$ cat src/rtl/seg_pkg.sv
// Shared types and constant helpers for the multiplexed 7-segment feeder.
package seg_pkg;

  typedef logic [3:0] digit_t;

  localparam digit_t BLANK_CODE = 4'hF;

  typedef enum logic [1:0] {
    IDLE    = 2'd0,
    CONVERT = 2'd1,
    COMMIT  = 2'd2
  } state_t;

  // Largest value representable in nd decimal digits (10^nd - 1).
  function automatic longint unsigned max_display(input int unsigned nd);
    longint unsigned v;
    v = 64'd1;
    for (int i = 0; i < int'(nd); i++) begin
      v = v * 64'd10;
    end
    return v - 64'd1;
  endfunction

  // Decimal digits needed to hold any bw-bit binary value.
  function automatic int unsigned dec_digits(input int unsigned bw);
    longint unsigned top;
    int unsigned     n;
    top = (64'd1 << bw) - 64'd1;
    n   = 1;
    while (max_display(n) < top) begin
      n = n + 1;
    end
    return n;
  endfunction

endpackage

$ cat src/rtl/bin2bcd_seq.sv
// Sequential double-dabble: one shift-add-3 iteration per clock, BIN_W iterations.
// Digits beyond NUM_DIGITS are folded into carry for overflow detection.
module bin2bcd_seq
  import seg_pkg::*;
#(
  parameter int unsigned BIN_W      = 14,
  parameter int unsigned NUM_DIGITS = 4
) (
  input  logic                    clk,
  input  logic                    rst,
  input  logic                    start,
  input  logic [BIN_W-1:0]        bin,
  output logic [NUM_DIGITS*4-1:0] bcd,
  output logic                    carry,
  output logic                    done_c
);

  localparam int unsigned NEED_D = dec_digits(BIN_W);
  localparam int unsigned TOT_D  = (NEED_D > NUM_DIGITS) ? NEED_D : NUM_DIGITS + 1;
  localparam int unsigned BCD_W  = TOT_D * 4;
  localparam int unsigned OUT_W  = NUM_DIGITS * 4;
  localparam int unsigned CNT_W  = $clog2(BIN_W + 1);

  logic [BIN_W-1:0] shreg;
  logic [BCD_W-1:0] acc;
  logic [BCD_W-1:0] adj;
  logic [CNT_W-1:0] cnt;
  logic             active;

  // Add 3 to every digit >= 5 ahead of the shift.
  always_comb begin
    adj = acc;
    for (int i = 0; i < int'(TOT_D); i++) begin
      if (acc[i*4 +: 4] >= 4'd5) begin
        adj[i*4 +: 4] = acc[i*4 +: 4] + 4'd3;
      end
    end
  end

  always_ff @(posedge clk) begin
    if (rst) begin
      shreg  <= '0;
      acc    <= '0;
      cnt    <= '0;
      active <= 1'b0;
    end else if (start) begin
      shreg  <= bin;
      acc    <= '0;
      cnt    <= CNT_W'(BIN_W);
      active <= 1'b1;
    end else if (active) begin
      {acc, shreg} <= {adj[BCD_W-2:0], shreg, 1'b0};
      cnt          <= cnt - CNT_W'(1);
      if (cnt == CNT_W'(1)) begin
        active <= 1'b0;
      end
    end
  end

  assign done_c = active && (cnt == CNT_W'(1));
  assign bcd    = acc[OUT_W-1:0];
  assign carry  = |acc[BCD_W-1:OUT_W];

endmodule

$ cat src/rtl/seg_scan_driver.sv
// Binary-to-BCD front end plus time-multiplexed digit scanner for a 7-seg decoder.
// Optional build macro: SEG_LEADING_ZERO_BLANK_EN blanks leading zero digits at commit.
module seg_scan_driver
  import seg_pkg::*;
#(
  parameter int unsigned NUM_DIGITS = 4,
  parameter int unsigned BIN_W      = 14,
  parameter int unsigned SCAN_DIV   = 50000
) (
  input  logic                  clk,
  input  logic                  rst,
  input  logic [BIN_W-1:0]      bin_in,
  input  logic                  bin_valid,
  output logic                  bin_ready,
  output logic [3:0]            digit_code,
  output logic [NUM_DIGITS-1:0] digit_sel,
  output logic                  busy,
  output logic                  overflow
);

  localparam int unsigned PRE_W = $clog2(SCAN_DIV);
  localparam int unsigned IDX_W = (NUM_DIGITS > 1) ? $clog2(NUM_DIGITS) : 1;

  state_t state;
  state_t state_next;
  logic   start_c;
  logic   commit_c;
  logic   done_c;

  logic [NUM_DIGITS*4-1:0] bcd;
  logic                    carry;

  digit_t digits        [NUM_DIGITS];
  digit_t commit_digits [NUM_DIGITS];

  logic [PRE_W-1:0] presc;
  logic [IDX_W-1:0] scan_idx;
  logic             wrap_c;

  bin2bcd_seq #(
    .BIN_W      (BIN_W),
    .NUM_DIGITS (NUM_DIGITS)
  ) u_bin2bcd (
    .clk    (clk),
    .rst    (rst),
    .start  (start_c),
    .bin    (bin_in),
    .bcd    (bcd),
    .carry  (carry),
    .done_c (done_c)
  );

  always_ff @(posedge clk) begin
    if (rst) begin
      state     <= IDLE;
      bin_ready <= 1'b1;
      busy      <= 1'b0;
    end else begin
      state     <= state_next;
      bin_ready <= (state_next == IDLE);
      busy      <= (state_next == CONVERT);
    end
  end

  always_comb begin
    state_next = state;
    start_c    = 1'b0;
    commit_c   = 1'b0;
    case (state)
      IDLE: begin
        if (bin_valid && bin_ready) begin
          start_c    = 1'b1;
          state_next = CONVERT;
        end
      end
      CONVERT: begin
        if (done_c) begin
          state_next = COMMIT;
        end
      end
      COMMIT: begin
        commit_c   = 1'b1;
        state_next = IDLE;
      end
      default: state_next = IDLE;
    endcase
  end

  // Digit values to store at commit: overflow blanks all, optionally blank leading zeros.
  always_comb begin
`ifdef SEG_LEADING_ZERO_BLANK_EN
    logic seen_nz;
    seen_nz = 1'b0;
`endif
    for (int i = int'(NUM_DIGITS) - 1; i >= 0; i--) begin
      commit_digits[i] = digit_t'(bcd[i*4 +: 4]);
`ifdef SEG_LEADING_ZERO_BLANK_EN
      if (bcd[i*4 +: 4] != 4'd0) begin
        seen_nz = 1'b1;
      end else if (!seen_nz && (i != 0)) begin
        commit_digits[i] = BLANK_CODE;
      end
`endif
      if (carry) begin
        commit_digits[i] = BLANK_CODE;
      end
    end
  end

  always_ff @(posedge clk) begin
    if (rst) begin
      for (int i = 0; i < int'(NUM_DIGITS); i++) begin
        digits[i] <= '0;
      end
      overflow <= 1'b0;
    end else if (commit_c) begin
      digits   <= commit_digits;
      overflow <= carry;
    end
  end

  assign wrap_c = (presc == PRE_W'(SCAN_DIV - 1));

  // Scanner runs independently of the conversion FSM.
  always_ff @(posedge clk) begin
    if (rst) begin
      presc      <= '0;
      scan_idx   <= '0;
      digit_sel  <= NUM_DIGITS'(1);
      digit_code <= '0;
    end else begin
      presc <= wrap_c ? '0 : presc + PRE_W'(1);
      if (wrap_c) begin
        scan_idx <= (scan_idx == IDX_W'(NUM_DIGITS - 1)) ? '0 : scan_idx + IDX_W'(1);
      end
      digit_sel  <= NUM_DIGITS'(1) << scan_idx;
      digit_code <= digits[scan_idx];
    end
  end

endmodule

$ cat config.mk
export PLATFORM = sky130hd
export DESIGN_NAME = seg_scan_driver
export DESIGN_NICKNAME = d
export VERILOG_FILES = /design/src/rtl/seg_pkg.sv /design/src/rtl/bin2bcd_seq.sv /design/src/rtl/seg_scan_driver.sv
export SDC_FILE = /design/constraint.sdc
export NUM_CORES = 1
export LEC_CHECK = 0
export CAP_MARGIN = 5
export CORE_ASPECT_RATIO = 1.1
export CORE_MARGIN = 1
export CORE_UTILIZATION = 35
export CTS_CLUSTER_SIZE = 10
export DETAILED_ROUTE_END_ITERATION = 12
export GPL_TIMING_DRIVEN = 0
export HOLD_SLACK_MARGIN = 0.15
export PLACE_DENSITY = 0.51
export SYNTH_ARGS = -nofsm -noshare
export SYNTH_HDL_FRONTEND = slang
export SYNTH_SLANG_ARGS = --single-unit
$ cat constraint.sdc
create_clock -name clk -period 4.5 [get_ports clk]
set_clock_uncertainty 0.1 [all_clocks]
set_input_delay 0.9 -clock clk [delete_from_list [all_inputs] [get_ports clk]]
set_output_delay 0.9 -clock clk [all_outputs]
set_load 0.01 [all_outputs]
==> run_results.csv, run 1 <==
group,metric,value,unit
run_status,outcome,"finished clean",
placed_design,dp_hpwl,6040,µm
final_layout,drive_above_1_share,0.0442,
routing,drcViolationCount,0,
final_layout,syn_to_final_growth,19.0,%
clock_tree,cts_buffers,9,
die,core_area,10400,µm²
clock_tree,cts_setup_buffers,0,
clock_tree,clockBufferDepth,2,
setup_path,worstReg2RegEnd,"presc[14]",
synthesis,netlist_instances,432,
timing,timing.final.crit_share,0.516,
die,dieArea,11200,µm²
synthesis,netlist.area_leader.share,0.455,
timing,setup_tns,0,ns
clock_tree,cts-resized-gates,0,
routing,wl_per_cell,13.8,µm
die,die_h,111,µm
synthesis,synth-main-ff-cell,"dfxtp_1",
clock_tree,hold_buffers,0,
synthesis,synthesis.area,3790,µm²
grt,grt_use_met1,0.208,
timing,worst_pin_slew,0.748,ns
synthesis,synth_edf_count,0,
setup_path,cp-start-kind,"primary input",
synthesis,async_flop_share,0,
grt,met3_usage,0.0378,
routing,wirelength,8550,µm
grt,grt_max_degree,14,
grt,grt.total_usage,0.172,
timing,grt_setup_unrepaired,"no",
synthesis,syn_nets,465,
setup_path,r2r_slack,2.24,ns
setup_path,r2r_start,"presc[10]",
final_layout,final_util,0.431,
grt,grt-ovfl-total,0,
timing,fmax,431,MHz
timing,period_minus_slack,2.32,ns
synthesis,ys_seq_elements,86,
grt,busiest_layer,"met2",
synthesis,yosysTopAreaCell,"dfxtp_1",
worst_hold_path,hold-path-cell-count,1,
synthesis,yosys-top-cells-area,"dfxtp_1, nor2_1, a211oi_1",
final_layout,fillers,1064,
grt,grt_pass1_wl,15000,µm
setup_path,path_class,"in -> reg",
synthesis,synth.distinct_cells,36,
final_layout,antenna_cells,0,
setup_path,worst-endpoint-arrival,2.43,ns
synthesis,avgSynthCellArea,8.76,µm²
grt,grt_pass1_vias,3117,
synthesis,yosys_warnings,0,
pwr,cellPowerDensity,369,nW/µm²
job,max_cap_viol_count,0,
routing,routed_via_density,5.00,
setup_path,path_cells,"clkdlybuf4s50_1 -> clkbuf_1 -> buf_1 -> nor2_1",
worst_hold_path,hold_path_end,"presc[0]",
routing,antenna_left,0,
synthesis,seq_area_frac_synth,0.455,
timing,slew_headroom,0.501,
final_layout,fin_nets,503,
die,die_w,101,µm
setup_path,critical_path.max_fanout,10,
setup_path,critPathRequiredTime,4.61,ns
die,start_util,0.363,
grt,use_met2,0.286,
setup_path,end_kind,"flip-flop",
grt,grt_antenna_before_repair,0,
timing,slew_violations,0,
pwr,ir_drop,0.000148,V
routing,firstDrtPassIters,4,
clock_tree,numClockSinks,86,
die,rows,39,
pwr,power.total,1.66,mW
routing,drtIter0Drc,120,
setup_path,slowest_delay,0.56,ns
clock_tree,clk_pin_slew_worst_paths,0.06,ns
placed_design,place_congestion,0.780,
worst_hold_path,hold_class,"reg -> reg",
timing,setup_viol,0,
clock_tree,clkLatencyLatePin,0.34,ns
worst_hold_path,holdCritStartpoint,"presc[0]",
setup_path,r2r_cells,5,
routing,route.vias.total,3090,
timing,final_hold_viol_count,0,
setup_path,cp_slowest_cell,"clkdlybuf4s50_1",
pwr,p_leak,1.49,nW
clock_tree,cts_root_buffer,"clkbuf_16",
die,io_pins,28,
clock_tree,cts_max_level,3,
clock_tree,cts_tree,"yes",
placed_design,portBuffers,27,
[worst max-delay path, delay by kind of cell]
kind	cells	cell delay, ns
buffers and inverters	3	1.42
AND/OR/NAND/NOR	1	0.10
[metrics by stage]
step	setup slack (ns)	cell area, µm²	instances	hold slack (ns)
after CTS	2.11	4510	618	0.372
after detailed placement	1.76	4240	602	0.358
after global routing	1.99	4510	618	0.409
after global placement	1.73	4240	602	0.346
after floorplan	2.43	3790	432	0.330
final	2.18	4510	618	0.364
[placed cells by master, fill, tap and decap left out, drive strengths merged, types with 13 or more instances in the layout]
master	netlist	routed
dfxtp	86	86
nor2	73	73
a211oi	29	29
clkdlybuf4s50	0	27
nand2	26	26
clkbuf	13	26
nand3	20	20
a21oi	20	20
inv	18	18
o21ai	17	17
ha	16	16
xnor2	14	14
mux2i	14	14
nor3	13	13
[logic make-up (layout without fill, tap and decap cells)]
| logic type | count (synthesis) | in the layout | synth area share |
|---|---|---|---|
| and+or+nand+nor | 176 | 176 | 0.222 |
| DFF | 86 | 86 | 0.455 |
| AOI/OAI and AO/OA | 79 | 79 | 0.130 |
| buffers and inverters | 40 | 83 | 0.0400 |
| muxes | 18 | 18 | 0.0608 |
| xor gates and xnor gates | 17 | 17 | 0.0393 |
| adders and majority gates | 16 | 16 | 0.0529 |
[worst max-delay path by stage]
| stage | end | from | cells after the start | slack [ns] |
|---|---|---|---|---|
| 3_5_place_dp | digit_sel[1] | rst | 4 | 1.76 |
| 5_1_grt | state[1] | rst | 4 | 1.99 |
| 6_report | presc[2] | rst | 4 | 2.18 |
| 3_3_place_gp | digit_sel[1] | rst | 4 | 1.73 |
| 2_1_floorplan | scan_idx[0] | presc[10] | 4 | 2.43 |
| 4_1_cts | presc[2] | rst | 4 | 2.11 |
[synthesized netlist by cell type (2+ instances only)]
master	count
nor2b_1	9
inv_1	18
or3_1	6
xnor2_1	14
clkbuf_1	13
dfxtp_1	86
nand4_1	2
nor2_1	73
o31ai_1	2
xor2_1	3
o22ai_1	4
nor3_1	13
buf_1	7
mux2i_1	14
nand3_1	20
nor3b_1	5
ha_1	16
a211oi_1	29
or4_1	3
o21ai_0	17
nand2_1	26
nor4_1	4
a21oi_1	20
nand2b_1	9
mux4_2	4
a31oi_1	5
[metal layers]
layer / wire (µm) / vias to the layer above
li1: - / 1578
met1: 4010 / 1454
met2: 4080 / 48
met3: 318 / 10
met4: 138 / 0
met5: 0 / -
[sequential cells by signal, indices dropped and copies added (netlist names)]
signal,cells
state,2
overflow,1
scan_idx,2
u_bin2bcd.acc,20
u_bin2bcd.cnt,4
digits,16
presc,16
busy,1
u_bin2bcd.shreg,14
digit_sel,4
bin_ready,1
u_bin2bcd.active,1
digit_code,4
[layout make-up]
cell class                 count  area (µm²)  share of cell area
clock buffer                  13         250              0.0555
tap                          143         179              0.0397
inverter                      19        71.3              0.0158
timing repair buffer          27         270              0.0600
sequential                    86        1720               0.382
buffer                        21        80.1              0.0178
clock inverter                 3        20.0             0.00444
multi-input combinational    306        1910               0.425
[report_power, final]
group / switching [mW] / leakage [nW] / total (mW) / internal, mW
combinational: 0.0957 / 0.665 / 0.165 / 0.0698
clock: 0.298 / 0.126 / 0.687 / 0.389
sequential: 0.0210 / 0.699 / 0.812 / 0.791
(Power assumes the default switching activity.)
==> run 2, diff against run 1 <==
==> constraint.sdc (replaced) <==
create_clock -name clk -period 2.4 [get_ports clk]
set_clock_uncertainty 0.1 [all_clocks]
set_input_delay 0.48 -clock clk [delete_from_list [all_inputs] [get_ports clk]]
set_output_delay 0.48 -clock clk [all_outputs]
set_load 0.01 [all_outputs]
==> results of run 2 <==
The final DEF is identical to that of run 1. Status: finished clean.
Main changes from that run: setup slack after placement 1.76 ns -> 0.0778 ns; setup slack after layout 2.18 ns -> 0.137 ns; start point of the critical path rst -> presc[10]; end point of the critical path presc[2] -> presc[14]; register-to-register setup slack 2.24 ns -> 0.14 ns; total power 1.66 mW -> 3.12 mW; worst IR drop on VDD 0.000148 V -> 0.000278 V
